## src/rtl/uart_pkg.sv

```systemverilog
// Shared UART types: LCR/FCR/LSR register layouts and the receiver state encoding.
package uart_pkg;

  localparam int         OVERSAMPLE_DEF = 16;
  localparam logic [3:0] MID_TICK       = 4'd7;

  typedef struct packed {
    logic       dlab;
    logic       set_break;
    logic       sticky_parity;
    logic       eps;
    logic       pen;
    logic       stb;
    logic [1:0] wls;
  } lcr_t;

  typedef struct packed {
    logic [1:0] rx_trig;
    logic [1:0] rsvd;
    logic       dma_mode;
    logic       tx_rst;
    logic       rx_rst;
    logic       fifo_en;
  } fcr_t;

  typedef struct packed {
    logic rx_fifo_err;
    logic temt;
    logic thre;
    logic bi;
    logic fe;
    logic pe;
    logic oe;
    logic dr;
  } lsr_t;

  // state     | meaning
  // IDLE      | line idle, waiting for a falling edge
  // START     | counting to mid start bit to reject glitches
  // DATA      | sampling wls+5 data bits, LSB first
  // PARITY    | sampling the parity bit
  // STOP      | sampling the stop bit, then push/overrun
  // BRK_WAIT  | break seen, waiting for line to return high
  typedef enum logic [2:0] {
    RX_IDLE     = 3'd0,
    RX_START    = 3'd1,
    RX_DATA     = 3'd2,
    RX_PARITY   = 3'd3,
    RX_STOP     = 3'd4,
    RX_BRK_WAIT = 3'd5
  } rx_state_e;

endpackage

```

## src/rtl/uart_sync.sv

```systemverilog
// N-flop bit synchroniser for an asynchronous input; resets to 1 (idle line level).
module uart_sync #(
  parameter int N = 2
) (
  input  logic clk,
  input  logic rst,
  input  logic d_i,
  output logic q_o
);

  logic [N-1:0] r_sync;

  always_ff @(posedge clk or negedge rst) begin
    if (!rst) r_sync <= '1;
    else      r_sync <= {r_sync[N-2:0], d_i};
  end

  assign q_o = r_sync[N-1];

endmodule

```

## src/rtl/uart_rx.sv

```systemverilog
// 16550-style serial receiver: oversampled start/data/parity/stop detection feeding the RX FIFO.
module uart_rx
  import uart_pkg::*;
#(
  parameter int OVERSAMPLE  = OVERSAMPLE_DEF,
  parameter int SYNC_STAGES = 2
) (
  input  logic       clk,
  input  logic       rst,
  input  logic       baud_tick_i,
  input  logic       rx_i,
  input  logic [1:0] wls_i,
  input  logic       pen_i,
  input  logic       eps_i,
  input  logic       sticky_par_i,
  input  logic       rx_rst_i,
  input  logic       rx_fifo_full_i,
  output logic       push_o,
  output logic [7:0] data_o,
  output logic       oe_o,
  output logic       pe_o,
  output logic       fe_o,
  output logic       bi_o
);

  localparam logic [3:0] LAST_TICK = 4'(OVERSAMPLE - 1);

  logic       w_rxs;
  logic       w_bit_end;
  logic       w_last_bit;
  logic       w_par_exp;
  logic       w_brk;

  rx_state_e  r_state;
  logic [3:0] r_tick_cnt;
  logic [2:0] r_bit_idx;
  logic [7:0] r_shift;
  logic [1:0] r_wls;
  logic       r_pen;
  logic       r_eps;
  logic       r_stick;
  logic       r_all_zero;
  logic       r_pe_calc;
  logic       r_push;
  logic [7:0] r_data;
  logic       r_oe;
  logic       r_pe;
  logic       r_fe;
  logic       r_bi;

  uart_sync #(.N(SYNC_STAGES)) u_sync (
    .clk (clk),
    .rst (rst),
    .d_i (rx_i),
    .q_o (w_rxs)
  );

  assign w_bit_end  = baud_tick_i && (r_tick_cnt == LAST_TICK);
  assign w_last_bit = (r_bit_idx == ({1'b0, r_wls} + 3'd4));
  // Unused MSBs of r_shift are zero, so a full-width XOR is the data parity.
  assign w_par_exp  = r_stick ? ~r_eps : (r_eps ? ^r_shift : ~^r_shift);
  assign w_brk      = r_all_zero & ~w_rxs;

  always_ff @(posedge clk or negedge rst) begin
    if (!rst) begin
      r_state    <= RX_IDLE;
      r_tick_cnt <= '0;
      r_bit_idx  <= '0;
      r_shift    <= '0;
      r_wls      <= '0;
      r_pen      <= 1'b0;
      r_eps      <= 1'b0;
      r_stick    <= 1'b0;
      r_all_zero <= 1'b0;
      r_pe_calc  <= 1'b0;
      r_push     <= 1'b0;
      r_data     <= '0;
      r_oe       <= 1'b0;
      r_pe       <= 1'b0;
      r_fe       <= 1'b0;
      r_bi       <= 1'b0;
    end else begin
      r_push <= 1'b0;
      if (rx_rst_i) begin
        r_state    <= RX_IDLE;
        r_tick_cnt <= '0;
        r_oe       <= 1'b0;
        r_pe       <= 1'b0;
        r_fe       <= 1'b0;
        r_bi       <= 1'b0;
      end else begin
        if (baud_tick_i && r_state inside {RX_DATA, RX_PARITY, RX_STOP})
          r_tick_cnt <= (r_tick_cnt == LAST_TICK) ? '0 : r_tick_cnt + 4'd1;
        case (r_state)
          RX_IDLE: begin
            if (!w_rxs) begin
              r_state    <= RX_START;
              r_tick_cnt <= '0;
            end
          end
          RX_START: begin
            if (baud_tick_i) begin
              if (r_tick_cnt != MID_TICK) begin
                r_tick_cnt <= r_tick_cnt + 4'd1;
              end else if (w_rxs) begin
                r_state <= RX_IDLE;
              end else begin
                // Frame format is frozen here for the whole character.
                r_state    <= RX_DATA;
                r_tick_cnt <= '0;
                r_bit_idx  <= '0;
                r_shift    <= '0;
                r_wls      <= wls_i;
                r_pen      <= pen_i;
                r_eps      <= eps_i;
                r_stick    <= sticky_par_i;
                r_all_zero <= 1'b1;
                r_pe_calc  <= 1'b0;
              end
            end
          end
          RX_DATA: begin
            if (w_bit_end) begin
              r_shift[r_bit_idx] <= w_rxs;
              r_all_zero         <= r_all_zero & ~w_rxs;
              r_bit_idx          <= r_bit_idx + 3'd1;
              if (w_last_bit) r_state <= r_pen ? RX_PARITY : RX_STOP;
            end
          end
          RX_PARITY: begin
            if (w_bit_end) begin
              r_pe_calc  <= (w_rxs != w_par_exp);
              r_all_zero <= r_all_zero & ~w_rxs;
              r_state    <= RX_STOP;
            end
          end
          RX_STOP: begin
            if (w_bit_end) begin
              if (rx_fifo_full_i) begin
                r_oe <= 1'b1;
              end else begin
                r_push <= 1'b1;
                r_data <= r_shift;
                r_pe   <= r_pe_calc;
                r_fe   <= ~w_rxs;
                r_bi   <= w_brk;
                r_oe   <= 1'b0;
              end
              r_state <= w_brk ? RX_BRK_WAIT : RX_IDLE;
            end
          end
          RX_BRK_WAIT: begin
            if (w_rxs) r_state <= RX_IDLE;
          end
          default: r_state <= RX_IDLE;
        endcase
      end
    end
  end

  assign push_o = r_push;
  assign data_o = r_data;
  assign oe_o   = r_oe;
  assign pe_o   = r_pe;
  assign fe_o   = r_fe;
  assign bi_o   = r_bi;

endmodule
```

## config.mk

```make
export PLATFORM = sky130hd
export DESIGN_NAME = uart_rx
export DESIGN_NICKNAME = d
export VERILOG_FILES = /design/src/rtl/uart_pkg.sv /design/src/rtl/uart_sync.sv /design/src/rtl/uart_rx.sv
export SDC_FILE = /design/constraint.sdc
export NUM_CORES = 1
export LEC_CHECK = 0
export ABC_AREA = 1
export ABC_CLOCK_PERIOD_IN_PS = 2220
export BUFFER_PORTS_ARGS = -buffer_cell sky130_fd_sc_hd__buf_4
export CORE_MARGIN = 3
export CORE_UTILIZATION = 55
export CTS_BUF_LIST = sky130_fd_sc_hd__clkbuf_8
export CTS_CLUSTER_DIAMETER = 200
export DETAILED_ROUTE_END_ITERATION = 8
export PLACE_DENSITY = 0.77
export SLEW_MARGIN = 20
export SYNTH_ARGS = -nofsm -noshare
export SYNTH_HDL_FRONTEND = slang
export SYNTH_SLANG_ARGS = --single-unit
```

## constraint.sdc

```tcl
create_clock -name clk -period 2.22 [get_ports clk]
set_input_delay 0.444 -clock clk [delete_from_list [all_inputs] [get_ports clk]]
set_output_delay 0.444 -clock clk [all_outputs]
set_load 0.02 [all_outputs]
```

**Word-level counts from Yosys, hierarchy flattened**

Cells that the tools add are included.

- Add/subtract/negate cells: 3
- Multipliers: 0
- Divide/modulo/power cells: 0
- $lt $le $gt $ge: 2
- Eq/ne operators: 24
- Shift-type cells: 0
- Mux-type cells: 65
- Bitwise operators: 6
- Reduce and logical (&&, ||, !) cells: 21

Operators with widths:

| operator | number |
|---|---|
| $mux W3 | 15 |
| $mux W8 | 4 |
| $mux W1 | 31 |
| $mux W4 | 6 |
| $ne A3 B3 Y1 const B | 7 |
| $pmux W3 S6 | 1 |
| $reduce_and A6 Y1 | 3 |
| $pmux W8 S2 | 1 |
| $ne A2 B2 Y1 const B | 6 |
| $reduce_bool A2 Y1 | 5 |
| $bwmux W8 | 1 |
| $pmux W4 S2 | 1 |
| $reduce_and A8 Y1 | 1 |
| $reduce_xnor A8 Y1 | 1 |
| $reduce_xor A8 Y1 | 1 |
| $eq A3 B2 Y1 const B | 2 |
| $eq A3 B3 Y1 const B | 2 |
| $pmux W3 S2 | 1 |
| $not A1 Y1 | 5 |
| $reduce_and A5 Y1 | 1 |
| $add A4 B1 Y4 const B | 1 |
| $eq A4 B4 Y1 const B | 1 |
| $lt A3 B4 Y1 const B | 1 |
| $ne A4 B3 Y1 const B | 1 |
| 19 further kinds | 22 |

- Bits in registers: 40
- Bits in latches: 0
- Bits in writable memories: 0
- Memory bits (read-only): 0
- Input port bits: 11
- Output and inout bits: 13
- Logic and storage cells: 138
- Memories: 0

**Logic depth before layout (Yosys ltp)**

- Depth in word-level cells: 9
- Gate-level depth with buffers: 11
- Depth with buffers taken out: 11

**Hierarchy**

A second synthesis with hierarchy kept.

- Cells, all modules: 323
- Area, all modules: 2,396.0 µm²

By module, submodules not included:

| module | instances | cells an instance | area each (µm²) | sequential area each (µm²) |
|---|---|---|---|---|
| uart_rx | 1 | 321 | 2,343.5 | 950.9 |
| uart_sync | 1 | 2 | 52.6 | 52.6 |

**Least setup slack after synthesis**

No wires, ideal clock.

- Path kind: register to register
- Start: register r_tick_cnt[0]
- End: register r_shift[5]
- Library setup time: 0.130 ns
- Data arrival time: 1.429 ns
- Data required time: 2.090 ns
- Slack: 0.661 ns
- Stages on the path, launching flop included: 10
- Buffers on the path: 1
- Period minus slack after synthesis: 1.559 ns
- Path through: dfrtp_1 > ha_1 > nand2_1 > nor2_2 > a21oi_2 > nor2_2 > nand2_2 > buf_6 > o21ai_2 > o31ai_2

- Longest elaborated chain between the ends: 4
- Elaborated cells on any way between the ends: 6
- Classes of those cells: eq/ne (4); reduce/logical (2)

RTL lines:

| item | line | RTL |
|---|---|---|
| start: declaration | uart_rx.sv:35 | `logic [3:0] r_tick_cnt;` |
| start signal: assignment | uart_rx.sv:93 | `r_tick_cnt <= (r_tick_cnt == LAST_TICK) ? '0 : r_tick_cnt + 4'd1;` |
| start signal: assignment | uart_rx.sv:104 | `r_tick_cnt <= r_tick_cnt + 4'd1;` |
| $eq A4 B4 Y1 | uart_rx.sv:58 | `assign w_bit_end = baud_tick_i && (r_tick_cnt == LAST_TICK);` |
| $logic_and A1 B1 Y1 | uart_rx.sv:58 |  |
| $ne A2 B2 Y1 (no source line) | - |  |
| $reduce_and A6 Y1 (no source line) * | - |  |
| end signal: indexed assignment | uart_rx.sv:124 | `r_shift[r_bit_idx] <= w_rxs;` |
| end: declaration | uart_rx.sv:37 | `logic [7:0] r_shift;` |

Mark *: on every way between the ends. The rest lies on a longest branch, timed or not.
A chain may end at the register's enable or synchronous reset.

**Final worst setup path**

- Start: register u_sync.r_sync[1]
- End: register r_shift[3]

- Longest elaborated chain between the ends: 3
- Elaborated cells on any way between the ends: 5
- Classes of those cells: eq/ne (1); mux (3); reduce/logical (1)

RTL lines:

| item | line | RTL |
|---|---|---|
| start: declaration | uart_sync.sv:11 | `logic [N-1:0] r_sync;` |
| start signal: assignment | uart_sync.sv:15 | `else r_sync <= {r_sync[N-2:0], d_i};` |
| $bwmux W8 | uart_rx.sv:124 |  |
| $mux W8 | uart_rx.sv:123 | `if (w_bit_end) begin` |
| $pmux W8 S2 | uart_rx.sv:94 | `case (r_state)` |

Several ways; a longest one is shown, not always the timed one. The select of a mux whose other input is x is not followed.

==> flow_metrics.py <==
metrics = {
    "status": {
        "status": "completed",
    },
    "global_routing": {
        "grt_pass1_vias": 1867,
        "grt_pass1_wl_um": 8360,
        "grt_start_max_net_pins": 41,
        "grt_remaining_overflow": 0,
        "grt_use_total": 0.199,
        "antenna_found_initial": 0,
    },
    "die": {
        "initial_core_util": 0.591,
        "die_area_um2": 5320,
        "fp.dieW_um": 73.0,
        "ios": 24,
        "fp-row-count": 23,
        "placeableCoreArea_um2": 4170,
        "die_h_um": 73.0,
    },
    "clock_tree": {
        "tritoncts": "yes",
        "cts_buffers": 5,
        "cts_setup_buffers": 0,
        "clock-sinks": 40,
        "postCtsHoldBufs": 0,
        "clk_latency_ns": 0.29,
        "clockRootBuffer": "clkbuf_8",
        "clock_path_buffers": 2,
        "cts_resized": 0,
        "htreeDepth": 2,
        "clk_pin_slew_worst_paths_ns": 0.08,
    },
    "sta": {
        "fin_crit_sh": 0.872,
        "grt_setup_unrepaired": "false",
        "max-slew-margin-rel": 0.670,
        "worst_pin_slew_ns": 0.495,
        "hold_viol_final": 0,
        "hold_slack_ns": 0.116,
        "fin_worst_skew_ns": 0.00629,
        "fmax_ghz": 0.517,
        "finalCriticalPeriod_ns": 1.94,
        "setup_viol": 0,
        "maxSlewViolCount": 0,
        "final.setup.tns_ns": 0,
    },
    "critical_path": {
        "start_kind": "flop",
        "arrival_ns": 2.15,
        "criticalPathCategory": "flop to flop",
        "cp.required_ns": 2.43,
        "end_kind": "flop",
        "cp_max_fo": 11,
    },
    "route": {
        "post_drt_wl_per_cell_um": 12.1,
        "vias_per_cell": 5.36,
        "drtIter0Drc": 132,
        "ant_nets": 0,
        "totalWireLength_um": 4770,
        "vias": 2112,
        "drc_errors": 0,
        "dr.pass1.iters": 5,
    },
    "synthesis": {
        "ys_warn_count": 0,
        "syn_area_um2": 2470,
        "postSynthCellCount": 322,
        "synth.avg_cell_area_um2": 7.66,
        "synth-edff-count": 0,
        "synthFlopType": "dfrtp_1",
        "synth_cell_types": 35,
        "async_reset_ff_frac": 1.00,
        "ys_seq_elements": 40,
        "seq_area_frac_synth": 0.407,
        "synth_nets": 335,
    },
    "cells_and_area": {
        "utilization": 0.652,
        "syn2layout_area_growth_pct": 10.4,
        "num-nets-final": 356,
        "antenna_cells": 0,
        "drive_gt1_frac": 0.215,
        "stdcell_area_um2": 2720,
    },
    "worst_hold_path": {
        "hold_path.class": "input pin to async pin",
    },
    "power": {
        "internal-power_w": 0.00127,
        "power_density_nw_per_um2": 786,
        "pwr-share-clk": 0.219,
        "leakagePower_nw": 1.31,
        "power_switching_share": 0.406,
        "p_switching_w": 0.000869,
        "peakVddDrop_uv": 456,
        "seq_power_share": 0.433,
        "combinationalPowerShare": 0.348,
    },
    "place": {
        "dpl_cell_area_um2": 2640,
        "dp_hpwl_um": 3610,
        "routabilityCongestion": 0.943,
        "portBuffers": 23,
    },
    "run": {
        "maxCapViolCount": 0,
    },
}
area by class of cell:
type | instances | area, µm²
clock inverter | 3 | 18.8
multi-input combinational | 242 | 1280
clock buffer | 5 | 68.8
timing repair buffer | 23 | 173
fill | 359 | 1450
inverter | 31 | 119
tap | 50 | 62.6
sequential | 40 | 1000
power groups by stage:
stage / Clock (W) / Sequential [W] / Combinational, W
2_1_floorplan: 0 / 0.000892 / 0.000639
3_3_place_gp: 0 / 0.000934 / 0.000722
3_5_place_dp: 0 / 0.000939 / 0.000739
4_1_cts: 0.000490 / 0.000924 / 0.000742
5_1_grt: 0.000515 / 0.000940 / 0.000860
6_report: 0.000469 / 0.000927 / 0.000745
Yosys cell counts, types with 5 or more instances:
| cell | n | share of area |
|---|---|---|
| a21oi_1 | 10 | 0.020 |
| dfrtp_1 | 38 | 0.39 |
| inv_1 | 23 | 0.035 |
| nand2_1 | 104 | 0.16 |
| nand2_2 | 5 | 0.013 |
| nand3_1 | 22 | 0.045 |
| nand4_1 | 5 | 0.013 |
| nor2_1 | 25 | 0.038 |
| nor2_2 | 5 | 0.013 |
| o21ai_0 | 19 | 0.039 |
| o21ai_1 | 5 | 0.010 |
| o21ai_2 | 11 | 0.039 |
cells in the final DEF, fill, tap and decap left out:
cell type	n
nand3_4	2
nand2_4	1
o31ai_2	3
o21ai_2	11
nor2_4	2
clkinv_1	3
o211ai_1	2
a21oi_1	10
nand4_2	2
nor3_1	2
clkinv_2	2
nor2_1	25
nand3_1	22
o21ai_0	19
inv_4	1
inv_2	4
clkinv_4	1
nand2_2	5
inv_1	23
xnor2_1	4
a21oi_2	2
mux2_1	2
clkbuf_8	5
nand4_1	5
buf_4	23
dfrtp_1	38
a21boi_0	1
xor2_1	2
dfstp_2	2
o21ai_1	5
a211oi_1	1
nor2_2	5
ha_1	2
nand2_1	104
mux2_2	3
layer usage:
layer / share of wire / vias up / global-route usage
met5: 0 / - / 0
met4: 0.0092 / 0 / 0.0512
met3: 0.053 / 5 / 0.0372
met2: 0.43 / 50 / 0.302
met1: 0.51 / 966 / 0.292
li1: - / 1091 / -
worst max-delay path: stages, from the launching register on:
cell	delay (ns)
dfstp_2	0.65
clkinv_1	0.34
a21oi_2	0.25
nor2_2	0.08
nand2_2	0.23
inv_4	0.10
nand2_1	0.09
nand2_1	0.05
o21ai_1	0.07
metrics by stage:
step,cells,worst slack [ns],total power (W)
after global placement,386,0.425,0.00166
after floorplan,322,0.661,0.00153
after detailed placement,386,0.336,0.00168
final,394,0.285,0.00214
after global routing,394,0.123,0.00231
after CTS,394,0.314,0.00216
cells by family (layout without fill, tap and decap cells):
logic type,Yosys count,in the layout,synth area share
AO/OA/AOI/OAI,54,54,0.143
multiplexers,5,5,0.0228
XOR/XNOR,6,6,0.0213
AND/OR/NAND/NOR,175,175,0.321
adder cells (fa/ha/maj),2,2,0.0101
flip-flops,40,40,0.407
buffers and inverters,40,62,0.0751
sequential cells by signal, summed over array words and instances, names as in the netlist:
| register | cells |
|---|---|
| r_stick | 1 |
| u_sync.r_sync | 2 |
| r_pen | 1 |
| r_wls | 2 |
| r_all_zero | 1 |
| r_state | 3 |
| r_pe_calc | 1 |
| data_o | 8 |
| oe_o | 1 |
| bi_o | 1 |
| r_bit_idx | 3 |
| r_tick_cnt | 4 |
| r_eps | 1 |
| push_o | 1 |
| r_shift | 8 |
| pe_o | 1 |
| fe_o | 1 |
worst paths after layout:
path                                            start                    endpoint  slack [ns]  depth (start not counted)
max in group asynchronous                         rst  u_sync.r_sync[1]$_DFF_PN1_        1.73                          1
min reg2reg                u_sync.r_sync[0]$_DFF_PN1_  u_sync.r_sync[1]$_DFF_PN1_        0.36                          0
min in group clk                                 rx_i  u_sync.r_sync[0]$_DFF_PN1_        0.26                          1
max reg2reg                u_sync.r_sync[1]$_DFF_PN1_      r_shift[3]$_DFFE_PN0P_        0.28                          8
min                                               rst     r_tick_cnt[2]$_DFF_PN0_        0.12                          1
max                        u_sync.r_sync[1]$_DFF_PN1_      r_shift[3]$_DFFE_PN0P_        0.28                          8
Note: power is estimated with default switching activity, not from simulation.
